<file path="src/rtl/multicycle_pkg.sv">
// Shared encodings for the multi-cycle MIPS-subset controller: FSM states,
// opcodes, datapath select codes and the bundled control-strobe struct.
package multicycle_pkg;

    typedef enum logic [3:0] {
        S_FETCH     = 4'd0,
        S_DECODE    = 4'd1,
        S_MEM_ADDR  = 4'd2,
        S_MEM_READ  = 4'd3,
        S_MEM_WB    = 4'd4,
        S_MEM_WRITE = 4'd5,
        S_EXECUTE   = 4'd6,
        S_ALU_WB    = 4'd7,
        S_BRANCH    = 4'd8,
        S_JUMP      = 4'd9,
        S_ADDI_EXEC = 4'd10,
        S_ADDI_WB   = 4'd11
    } state_t;

    localparam logic [5:0] OP_RTYPE = 6'b000000;
    localparam logic [5:0] OP_LW    = 6'b100011;
    localparam logic [5:0] OP_SW    = 6'b101011;
    localparam logic [5:0] OP_ADDI  = 6'b001000;
    localparam logic [5:0] OP_BEQ   = 6'b000100;
    localparam logic [5:0] OP_J     = 6'b000010;

    localparam logic [1:0] ALU_OP_ADD   = 2'b00;
    localparam logic [1:0] ALU_OP_SUB   = 2'b01;
    localparam logic [1:0] ALU_OP_FUNCT = 2'b10;

    localparam logic [1:0] ALUSRCB_REG     = 2'b00;
    localparam logic [1:0] ALUSRCB_FOUR    = 2'b01;
    localparam logic [1:0] ALUSRCB_IMM     = 2'b10;
    localparam logic [1:0] ALUSRCB_IMM_SH2 = 2'b11;

    localparam logic [1:0] PCSRC_ALU    = 2'b00;
    localparam logic [1:0] PCSRC_ALUOUT = 2'b01;
    localparam logic [1:0] PCSRC_JUMP   = 2'b10;

    typedef struct packed {
        logic       pc_write;
        logic       pc_write_cond;
        logic       ir_write;
        logic       iord;
        logic       mem_read;
        logic       mem_write;
        logic       mem_to_reg;
        logic       reg_dst;
        logic       reg_write;
        logic       alu_src_a;
        logic [1:0] alu_src_b;
        logic [1:0] alu_op;
        logic [1:0] pc_source;
    } ctrl_t;

endpackage

</file>
<file path="src/rtl/mcu_wait_timer.sv">
// Counts consecutive not-ready cycles of a memory wait state and flags when
// the configured timeout is reached (MEM_TIMEOUT = 0 never expires).
module mcu_wait_timer #(
    parameter int TMR_W       = 8,
    parameter int MEM_TIMEOUT = 255
) (
    input  logic clk,
    input  logic reset,
    input  logic clear,
    input  logic tick,
    output logic expired
);

    logic [TMR_W-1:0] cnt;

    // Saturate so a disabled timeout cannot wrap back through small values.
    always_ff @(posedge clk) begin
        if (reset || clear)
            cnt <= '0;
        else if (tick && (cnt != '1))
            cnt <= cnt + 1'b1;
    end

    assign expired = (MEM_TIMEOUT != 0) && (cnt == TMR_W'(MEM_TIMEOUT));

endmodule

</file>
<file path="src/rtl/multicycle_controller.sv">
// Multi-cycle control FSM for the MIPS-subset datapath with memory handshake,
// bus timeout, halt and illegal-opcode flag. MULTICYCLE_PERF_CNT_EN adds perf counters.
module multicycle_controller
    import multicycle_pkg::*;
#(
    parameter int MEM_TIMEOUT = 255,
    parameter int TMR_W       = 8
) (
    input  logic       clk,
    input  logic       reset,
    input  logic [5:0] opcode,
    input  logic       zero,
    input  logic       mem_ready,
    input  logic       halt,
    output logic       pc_write,
    output logic       pc_write_cond,
    output logic       ir_write,
    output logic       iord,
    output logic       mem_read,
    output logic       mem_write,
    output logic       mem_to_reg,
    output logic       reg_dst,
    output logic       reg_write,
    output logic       alu_src_a,
    output logic [1:0] alu_src_b,
    output logic [1:0] alu_op,
    output logic [1:0] pc_source,
    output logic [3:0] state,
    output logic       halted,
    output logic       illegal_op,
    output logic       bus_err
`ifdef MULTICYCLE_PERF_CNT_EN
   ,output logic [31:0] cycle_count,
    output logic [31:0] instr_retired
`endif
);

    state_t st, nxt, dec;
    ctrl_t  c;
    logic   in_wait;
    logic   tmr_clear, tmr_tick, tmr_expired;

    // The branch decision is made in the datapath; zero only passes by here.
    logic unused_zero;
    assign unused_zero = zero;

    always_ff @(posedge clk) begin
        if (reset)
            st <= S_FETCH;
        else
            st <= nxt;
    end

    always_comb begin
        c          = '0;
        nxt        = st;
        in_wait    = 1'b0;
        halted     = 1'b0;
        illegal_op = 1'b0;
        bus_err    = 1'b0;
        // Selects show the FETCH decode while reset is held.
        dec        = reset ? S_FETCH : st;

        case (dec)
            S_FETCH: begin
                c.mem_read  = ~halt;
                c.alu_src_b = ALUSRCB_FOUR;
                c.alu_op    = ALU_OP_ADD;
                c.pc_source = PCSRC_ALU;
                if (halt) begin
                    halted = 1'b1;
                end else begin
                    in_wait = 1'b1;
                    if (mem_ready) begin
                        c.ir_write = 1'b1;
                        c.pc_write = 1'b1;
                        nxt        = S_DECODE;
                    end else if (tmr_expired) begin
                        bus_err = 1'b1;
                        nxt     = S_FETCH;
                    end
                end
            end
            S_DECODE: begin
                c.alu_src_b = ALUSRCB_IMM_SH2;
                c.alu_op    = ALU_OP_ADD;
                case (opcode)
                    OP_LW, OP_SW: nxt = S_MEM_ADDR;
                    OP_RTYPE:     nxt = S_EXECUTE;
                    OP_ADDI:      nxt = S_ADDI_EXEC;
                    OP_BEQ:       nxt = S_BRANCH;
                    OP_J:         nxt = S_JUMP;
                    default: begin
                        illegal_op = 1'b1;
                        nxt        = S_FETCH;
                    end
                endcase
            end
            S_MEM_ADDR: begin
                c.alu_src_a = 1'b1;
                c.alu_src_b = ALUSRCB_IMM;
                nxt = (opcode == OP_LW) ? S_MEM_READ : S_MEM_WRITE;
            end
            S_MEM_READ: begin
                c.mem_read = 1'b1;
                c.iord     = 1'b1;
                in_wait    = 1'b1;
                if (mem_ready) begin
                    nxt = S_MEM_WB;
                end else if (tmr_expired) begin
                    bus_err = 1'b1;
                    nxt     = S_FETCH;
                end
            end
            S_MEM_WB: begin
                c.reg_write  = 1'b1;
                c.mem_to_reg = 1'b1;
                nxt          = S_FETCH;
            end
            S_MEM_WRITE: begin
                c.mem_write = 1'b1;
                c.iord      = 1'b1;
                in_wait     = 1'b1;
                if (mem_ready) begin
                    nxt = S_FETCH;
                end else if (tmr_expired) begin
                    bus_err = 1'b1;
                    nxt     = S_FETCH;
                end
            end
            S_EXECUTE: begin
                c.alu_src_a = 1'b1;
                c.alu_src_b = ALUSRCB_REG;
                c.alu_op    = ALU_OP_FUNCT;
                nxt         = S_ALU_WB;
            end
            S_ALU_WB: begin
                c.reg_write = 1'b1;
                c.reg_dst   = 1'b1;
                nxt         = S_FETCH;
            end
            S_ADDI_EXEC: begin
                c.alu_src_a = 1'b1;
                c.alu_src_b = ALUSRCB_IMM;
                nxt         = S_ADDI_WB;
            end
            S_ADDI_WB: begin
                c.reg_write = 1'b1;
                nxt         = S_FETCH;
            end
            S_BRANCH: begin
                c.alu_src_a     = 1'b1;
                c.alu_src_b     = ALUSRCB_REG;
                c.alu_op        = ALU_OP_SUB;
                c.pc_write_cond = 1'b1;
                c.pc_source     = PCSRC_ALUOUT;
                nxt             = S_FETCH;
            end
            S_JUMP: begin
                c.pc_write  = 1'b1;
                c.pc_source = PCSRC_JUMP;
                nxt         = S_FETCH;
            end
            default: nxt = S_FETCH;
        endcase

        if (reset) begin
            c.pc_write      = 1'b0;
            c.pc_write_cond = 1'b0;
            c.ir_write      = 1'b0;
            c.mem_read      = 1'b0;
            c.mem_write     = 1'b0;
            c.reg_write     = 1'b0;
            halted          = 1'b0;
            illegal_op      = 1'b0;
            bus_err         = 1'b0;
        end
    end

    // A timeout in FETCH or a halted FETCH keeps the state, so clear explicitly.
    assign tmr_clear = (nxt != st) | bus_err | halted;
    assign tmr_tick  = in_wait & ~mem_ready;

    mcu_wait_timer #(
        .TMR_W      (TMR_W),
        .MEM_TIMEOUT(MEM_TIMEOUT)
    ) u_wait_timer (
        .clk    (clk),
        .reset  (reset),
        .clear  (tmr_clear),
        .tick   (tmr_tick),
        .expired(tmr_expired)
    );

    assign pc_write      = c.pc_write;
    assign pc_write_cond = c.pc_write_cond;
    assign ir_write      = c.ir_write;
    assign iord          = c.iord;
    assign mem_read      = c.mem_read;
    assign mem_write     = c.mem_write;
    assign mem_to_reg    = c.mem_to_reg;
    assign reg_dst       = c.reg_dst;
    assign reg_write     = c.reg_write;
    assign alu_src_a     = c.alu_src_a;
    assign alu_src_b     = c.alu_src_b;
    assign alu_op        = c.alu_op;
    assign pc_source     = c.pc_source;
    assign state         = st;

`ifdef MULTICYCLE_PERF_CNT_EN
    logic retire;
    assign retire = ~reset & ((st == S_MEM_WB) | (st == S_ALU_WB) | (st == S_ADDI_WB) |
                              (st == S_BRANCH) | (st == S_JUMP) |
                              ((st == S_MEM_WRITE) & mem_ready));

    always_ff @(posedge clk) begin
        if (reset) begin
            cycle_count   <= '0;
            instr_retired <= '0;
        end else begin
            if (!halted)
                cycle_count <= cycle_count + 32'd1;
            if (retire)
                instr_retired <= instr_retired + 32'd1;
        end
    end
`endif

endmodule

</file>
<file path="config.mk">
export PLATFORM = sky130hd
export DESIGN_NAME = multicycle_controller
export DESIGN_NICKNAME = d
export VERILOG_FILES = /design/src/rtl/multicycle_pkg.sv /design/src/rtl/mcu_wait_timer.sv /design/src/rtl/multicycle_controller.sv
export SDC_FILE = /design/constraint.sdc
export NUM_CORES = 1
export LEC_CHECK = 0
export BUFFER_PORTS_ARGS = -buffer_cell sky130_fd_sc_hd__buf_2
export CAP_MARGIN = 0
export CORE_AREA = 2 2 53 67
export DETAILED_ROUTE_END_ITERATION = 8
export DIE_AREA = 0 0 55 69
export PLACE_DENSITY = 0.75
export SLEW_MARGIN = 30
export SYNTH_ARGS = -nofsm -noshare
export SYNTH_HDL_FRONTEND = slang
export SYNTH_SLANG_ARGS = --single-unit
</file>
<file path="constraint.sdc">
create_clock -name clk -period 2 [get_ports clk]
set_clock_uncertainty 0.1 [all_clocks]
set_input_delay 0.1 -clock clk [delete_from_list [all_inputs] [get_ports clk]]
set_output_delay 0.1 -clock clk [all_outputs]
set_load 0.1 [all_outputs]
</file>
; After elaboration in Yosys (flattened, before gate mapping)
; Index checks and enable logic that the tools add are counted.
[totals]
inputBits = 11
wordCells = 77
reg_bits = 12
[classes]
eq_ne = 19
add_sub_neg = 1
bitwise_logic = 5
muxes = 40
reduce_logical = 10
[ops]
columns = cell, count
row1 = $pmux 4 s7, 1
row2 = $mux 4, 6
row3 = $mux 1, 22
row4 = $pmux 4 s5, 1
row5 = $eq 4x3->1 const B, 4
row6 = $eq 4x4->1 const B, 4
row7 = $eq 6x6->1 const B, 2
row8 = $add 8x1->8 const B, 1
row9 = $eq 4x2->1 const B, 2
row10 = $eq 8x8->1 const B, 1
row11 = $ne 8x8->1 const B, 1
row12 = $pmux 1 s2, 4
row13 = $pmux 2 s2, 2
row14 = $eq 6x2->1 const B, 1
row15 = $eq 6x3->1 const B, 1
row16 = $eq 6x4->1 const B, 1
row17 = $logic_not 6->1, 1
row18 = $mux 3, 2
row19 = $pmux 2 s3, 1
row20 = $reduce_or 2->1, 3
row21 = $reduce_or 6->1, 1
row22 = $eq 4x1->1 const B, 1
row23 = $logic_not 4->1, 1
row24 = $ne 4x4->1, 1
row25 = 8 further kinds, 10

; Longest topological paths before layout
[depth]
word_depth = 9
mapped_depth = 6
ltp_nobuf = 6

; Modules after synthesis
; A second synthesis with hierarchy kept.
[unflattened]
hier_cells = 170
area_unflattened_um2 = 1267.5
[modules_own_cells]
columns = module, n_inst, area_per_inst_um2, cells_per_inst
row1 = multicycle_controller, 1, 842.1, 121
row2 = mcu_wait_timer, 1, 425.4, 49

; Worst setup path after synthesis
; Ideal clock, no wire load.
[synth_path]
path_kind = flip-flop to output port
from = reg st[3], in the netlist state[3]
to = out alu_src_a
stages_incl_launch_ff = 5
slack_ps = -2773
arrival_ps = 4573
t_required_ps = 1800
cell_sequence = dfxtp_1 -> buf_2 -> nand2_1 -> nor3_1 -> nand2b_1
[synth_via]
elab_chain_len = 4
elab_cells_between_ends = 7
classes_between = 4 x eq/ne / 2 x mux / 1 x reduce/logical
[synth_lines]
columns = element, line_no
row1 = "start, declared", multicycle_controller.sv:38  ; state_t st, nxt, dec;
row2 = "start signal, assigned", multicycle_controller.sv:51  ; st <= nxt;
row3 = $mux 4 (*), multicycle_controller.sv:62  ; dec = reset ? S_FETCH : st;
row4 = "$eq 4x4->1, or another cell as far along", multicycle_controller.sv:64  ; case (dec)
row5 = $reduce_or 4->1 (no source line) (*), n/a
row6 = $mux 1 (*), multicycle_controller.sv:64
row7 = "end, declared", multicycle_controller.sv:24  ; output logic alu_src_a,
; Every way passes the cells marked *; elsewhere a longest branch is shown, timed or not.

; Worst setup path after layout
[layout_path]
from = reg st[0], in the netlist state[0]
to = reg u_wait_timer.cnt[6]
[layout_via]
elab_chain_len = 8
elab_cells_between_ends = 26
classes_between = 7 x eq/ne / 12 x mux / 3 x bitwise / 4 x reduce/logical
[layout_lines]
columns = element, line_no
row1 = "$mux 4, on equally long branches", n/a
row2 = "$mux 4, or another cell as far along", multicycle_controller.sv:74  ; if (mem_ready) begin
row3 = $mux 4 or $reduce_or 2->1 (tied branches), n/a
row4 = $pmux 4 s7 or $pmux 1 s2 (tied branches), multicycle_controller.sv:64
row5 = $ne 4x4->1 or $mux 1 (tied branches), "multicycle_controller.sv:181, multicycle_controller.sv:167"
row6 = $or 1x1->1 (2 in a row), multicycle_controller.sv:181  ; assign tmr_clear = (nxt != st) | bus_err | halted;
row7 = $logic_or 1x1->1, mcu_wait_timer.sv:18  ; if (reset || clear)
row8 = "end signal, assigned", mcu_wait_timer.sv:21  ; cnt <= cnt + 1'b1;
row9 = "end, declared", mcu_wait_timer.sv:14  ; logic [TMR_W-1:0] cnt;
; Several ways; a longest one is shown, not always the timed one.
; A chain may end at the register's enable or synchronous reset.

==> report_table.html <==
<table>
<tr><th>Metric</th><th>Value</th></tr>
<tr><th colspan="2">STA</th></tr>
<tr><td>Post-route clock period utilization</td><td>97.5%</td></tr>
<tr><td>Clock period minus final worst setup slack</td><td>1.95 ns</td></tr>
<tr><td>Tightest Pin Transition</td><td>0.493 ns</td></tr>
<tr><td>Final slew viol count</td><td>0</td></tr>
<tr><td>Final Setup Violations</td><td>0</td></tr>
<tr><td>Sum of negative setup slack</td><td>0 ns</td></tr>
<tr><td>Final worst setup slack</td><td>0.0509 ns</td></tr>
<tr><td>Worst hold margin</td><td>0.214 ns</td></tr>
<tr><td>Worst slew margin relative to its limit</td><td>67.4%</td></tr>
<tr><td>Final hold viol count</td><td>0</td></tr>
<tr><td>Max Fclk</td><td>0.513 GHz</td></tr>
<tr><th colspan="2">Detailed routing</th></tr>
<tr><td>Wirelength per Cell</td><td>14.8 um</td></tr>
<tr><td>WL final</td><td>3.75 mm</td></tr>
<tr><td>Detailed-router iteration count before antenna repair</td><td>4</td></tr>
<tr><td>Post-detailed-route via-to-cell ratio</td><td>5.80</td></tr>
<tr><td>Routed vias</td><td>1474</td></tr>
<tr><td>Count of routing violations after the opening detailed-route iteration</td><td>35</td></tr>
<tr><td>DRC violations left</td><td>0</td></tr>
<tr><td>Number of antenna-violating nets in the routed design</td><td>0</td></tr>
<tr><th colspan="2">Power and ir drop</th></tr>
<tr><td>Post-route total power</td><td>689 uW</td></tr>
<tr><td>Power density over cell area</td><td>340 mW/mm^2</td></tr>
<tr><td>IR drop worst, VDD</td><td>0.000490 V</td></tr>
<tr><td>Static leakage</td><td>0.712 nW</td></tr>
<tr><th colspan="2">Logic synthesis</th></tr>
<tr><td>Sequential cell area fraction in the yosys report</td><td>19.6%</td></tr>
<tr><td>Post-synthesis cell area</td><td>0.00123 sq mm</td></tr>
<tr><td>Leading cell types by total area after synthesis</td><td>sky130_fd_sc_hd__dfxtp_1 20%, sky130_fd_sc_hd__nor3_1 5.3%, sky130_fd_sc_hd__xnor2_1 5.0%, sky130_fd_sc_hd__nor2_1 4.9%, sky130_fd_sc_hd__nand2_1 4.3%</td></tr>
<tr><td>Biggest area consumer among synthesized cells</td><td>sky130_fd_sc_hd__dfxtp_1</td></tr>
<tr><td>Number of enable flip-flop cells after synthesis</td><td>0</td></tr>
<tr><td>Distinct cells, synth</td><td>54</td></tr>
<tr><td>Synthesized-area fraction occupied by and/or/nand/nor cells</td><td>37.2%</td></tr>
<tr><td>Post-Syn Nets</td><td>175</td></tr>
<tr><td>Synth top area share</td><td>19.6%</td></tr>
<tr><td>Main combinational cell family by area after synthesis</td><td>simple AND/OR/NAND/NOR gates</td></tr>
<tr><td>Flip-flop cell with the highest count after synthesis</td><td>sky130_fd_sc_hd__dfxtp_1</td></tr>
<tr><td>Post-synthesis compound-gate area fraction</td><td>27.8%</td></tr>
<tr><td>Synth Instances</td><td>163</td></tr>
<tr><td>Avg Synthesized Cell Area</td><td>7.52 sq um</td></tr>
<tr><td>Proportion of synthesized flip-flops having asynchronous set or reset</td><td>0%</td></tr>
<tr><td>Warnings from Yosys</td><td>0</td></tr>
<tr><td>Xor/xnor share of the synthesized area</td><td>7.14%</td></tr>
<tr><td>Flops &amp; latches, synth</td><td>12</td></tr>
<tr><td>Post-Synth Adder-Cell Area</td><td>1.02%</td></tr>
<tr><td>Fraction of synthesized area in multiplexers</td><td>1.63%</td></tr>
<tr><th colspan="2">CTS</th></tr>
<tr><td>Skew-Pair Late Insertion Delay</td><td>0.24 ns</td></tr>
<tr><td>Inserted Clock Buffers</td><td>3</td></tr>
<tr><td>Number of H-tree levels</td><td>1</td></tr>
<tr><td>CTS clock-pin slew for the worst setup and hold paths</td><td>0.05 ns</td></tr>
<tr><td>Sink Count</td><td>12</td></tr>
<tr><td>Maximum buffer depth of the clock tree</td><td>2</td></tr>
<tr><td>CTS tree</td><td>yes</td></tr>
<tr><td>Root buffer selected by CTS</td><td>sky130_fd_sc_hd__clkbuf_8</td></tr>
<tr><th colspan="2">Critical path</th></tr>
<tr><td>Data required time of the worst path</td><td>2.07 ns</td></tr>
<tr><td>Maximum fanout along the worst path</td><td>10</td></tr>
<tr><td>Start-to-end type of the worst setup path</td><td>reg -&gt; reg</td></tr>
<tr><td>Data arrival time of the critical path</td><td>2.01 ns</td></tr>
<tr><td>Endpoint class of the critical path</td><td>register</td></tr>
<tr><td>Sort of element at the start of the critical path</td><td>register</td></tr>
<tr><th colspan="2">Placed design</th></tr>
<tr><td>Placed cell count</td><td>248</td></tr>
<tr><td>HPWL after detailed placement</td><td>2.95 mm</td></tr>
<tr><td>Setup WS pre-CTS</td><td>0.00223 ns</td></tr>
<tr><td>Final weighted congestion of routability-driven global placement</td><td>0.924</td></tr>
<tr><td>Count of input and output buffers</td><td>32</td></tr>
<tr><th colspan="2">Final layout</th></tr>
<tr><td>Count of inserted antenna diode cells</td><td>0</td></tr>
<tr><td>Synthesis-to-finish area growth</td><td>65.3%</td></tr>
<tr><td>Layout Cells excl Fill</td><td>254</td></tr>
<tr><td>Net count reported at finish</td><td>230</td></tr>
<tr><td>Layout cells sized above 1</td><td>49.3%</td></tr>
<tr><th colspan="2">Floorplanning</th></tr>
<tr><td>Y dimension of the die</td><td>69 um</td></tr>
<tr><td>Area of the core region</td><td>0.00317 sq mm</td></tr>
<tr><td>Die width</td><td>55 um</td></tr>
<tr><td>Row Count</td><td>23</td></tr>
<tr><td>Die area</td><td>0.00380 sq mm</td></tr>
<tr><td>Initial standard-cell utilization of the core</td><td>38.7%</td></tr>
<tr><td>Num ports</td><td>34</td></tr>
<tr><th colspan="2">Global routing</th></tr>
<tr><td>Number of global-route vias before repair</td><td>1389</td></tr>
<tr><td>Pin count of the biggest net entering global routing</td><td>14</td></tr>
<tr><td>Antenna violations before repair</td><td>0</td></tr>
<tr><td>GRT overflow</td><td>0</td></tr>
<tr><td>First-pass GRT wire length</td><td>5.84 mm</td></tr>
<tr><td>Tot GR Track Use</td><td>19.9%</td></tr>
<tr><th colspan="2">Run status</th></tr>
<tr><td>Outcome</td><td>finished, final reports clean</td></tr>
<tr><th colspan="2">Run</th></tr>
<tr><td>Number of maximum-capacitance violations</td><td>0</td></tr>
<tr><th colspan="2">Min path</th></tr>
<tr><td>Class of the tightest hold or removal check</td><td>in -&gt; reg</td></tr>
</table>
[cell type report]
cell class                      count  area [sq um]
Clock buffer                        4          45.0
Fill cell                         269          1140
Inverter                            5          18.8
Multi-Input combinational cell    135          1130
Sequential cell                    12           255
Tap cell                           37          46.3
Timing Repair Buffer               61           528
[placed cells by master, fill, tap and decap left out, types with 4 or more instances in the layout]
cell type and instances:
sky130_fd_sc_hd__nor2_4 5, sky130_fd_sc_hd__xnor2_1 7, sky130_fd_sc_hd__inv_1 4, sky130_fd_sc_hd__nand3_1 8
sky130_fd_sc_hd__dfxtp_4 4, sky130_fd_sc_hd__nor3_1 8, sky130_fd_sc_hd__nor2_2 4, sky130_fd_sc_hd__o21ai_0 7
sky130_fd_sc_hd__nor2_1 7, sky130_fd_sc_hd__or3_1 4, sky130_fd_sc_hd__a21oi_1 4, sky130_fd_sc_hd__dfxtp_1 8
sky130_fd_sc_hd__buf_4 27, sky130_fd_sc_hd__nand2_1 13, sky130_fd_sc_hd__buf_12 9, sky130_fd_sc_hd__buf_2 20
sky130_fd_sc_hd__nor3_2 4
[worst max-delay path, cell delays in order (launching register included)]
cell and delay [ns]:
sky130_fd_sc_hd__dfxtp_4 0.38, sky130_fd_sc_hd__or3_4 0.34, sky130_fd_sc_hd__o31a_4 0.33, sky130_fd_sc_hd__a21o_1 0.20, sky130_fd_sc_hd__or3_1 0.33, sky130_fd_sc_hd__a211oi_2 0.18
[stage by stage]
stage               util [%]  cell area (sq um)
detailed placement      60.3               1910
global route            64.0               2030
floorplan                  -               1470
CTS                     62.5               1980
finish                  64.0               2030
global placement        60.3               1910
[cell usage after synthesis, types with 4 or more instances]
library cell               count
sky130_fd_sc_hd__nor2_1       16
sky130_fd_sc_hd__a31oi_1       4
sky130_fd_sc_hd__clkbuf_1      4
sky130_fd_sc_hd__xnor2_1       7
sky130_fd_sc_hd__nand2_1      14
sky130_fd_sc_hd__or3_1         4
sky130_fd_sc_hd__nand3_1       8
sky130_fd_sc_hd__dfxtp_1      12
sky130_fd_sc_hd__inv_1         4
sky130_fd_sc_hd__buf_2         4
sky130_fd_sc_hd__nand2b_1      4
sky130_fd_sc_hd__o21ai_0       9
sky130_fd_sc_hd__nor3_1       13
sky130_fd_sc_hd__a21oi_1       4
[metal layers]
metal	part of all wire [%]	GRT usage, %	routed length [um]
met3	3.1	1.95	115
met1	40	21.4	1510
met5	0	0	0
met2	53	36.4	1980
met4	3.9	8.94	145
[logic make-up (layout without fill, tap and decap cells)]
kind of cell,count (synthesis),after routing
flops,12,12
buf+inv,16,70
fa+ha+maj,1,1
mux,2,2
xor+xnor,10,10
simple gates,81,81
compound gates,41,41
[power by group]
group / switching [mW] / total (mW) / internal (mW)
logic: 0.141 / 0.222 / 0.0818
clock network: 0.0855 / 0.226 / 0.140
registers: 0.00384 / 0.241 / 0.237
total: 0.230 / 0.689 / 0.459
[sequential cells by signal (all words and copies together), names as in the netlist]
name	cells
state	4
u_wait_timer.cnt	8
[repair_timing]
item / CTS / global route
setup buffers: 2 / 0
resized for setup: 1 / 10
hold buffers: 0 / 0
pin swaps: 2 / 3
endpoints found under the setup margin: 4 / 15
cloned: 0 / 0
[final timing paths]
kind,slack [ns],cells past startpoint,endpoint,start
setup / recovery,0.05,5,u_wait_timer.cnt[6],state[0]
hold / removal,0.21,4,state[3],opcode[4]
setup reg to reg,0.05,5,u_wait_timer.cnt[6],state[0]
hold reg to reg,0.45,2,u_wait_timer.cnt[4],u_wait_timer.cnt[4]
Note: power is estimated with default switching activity, not from simulation.
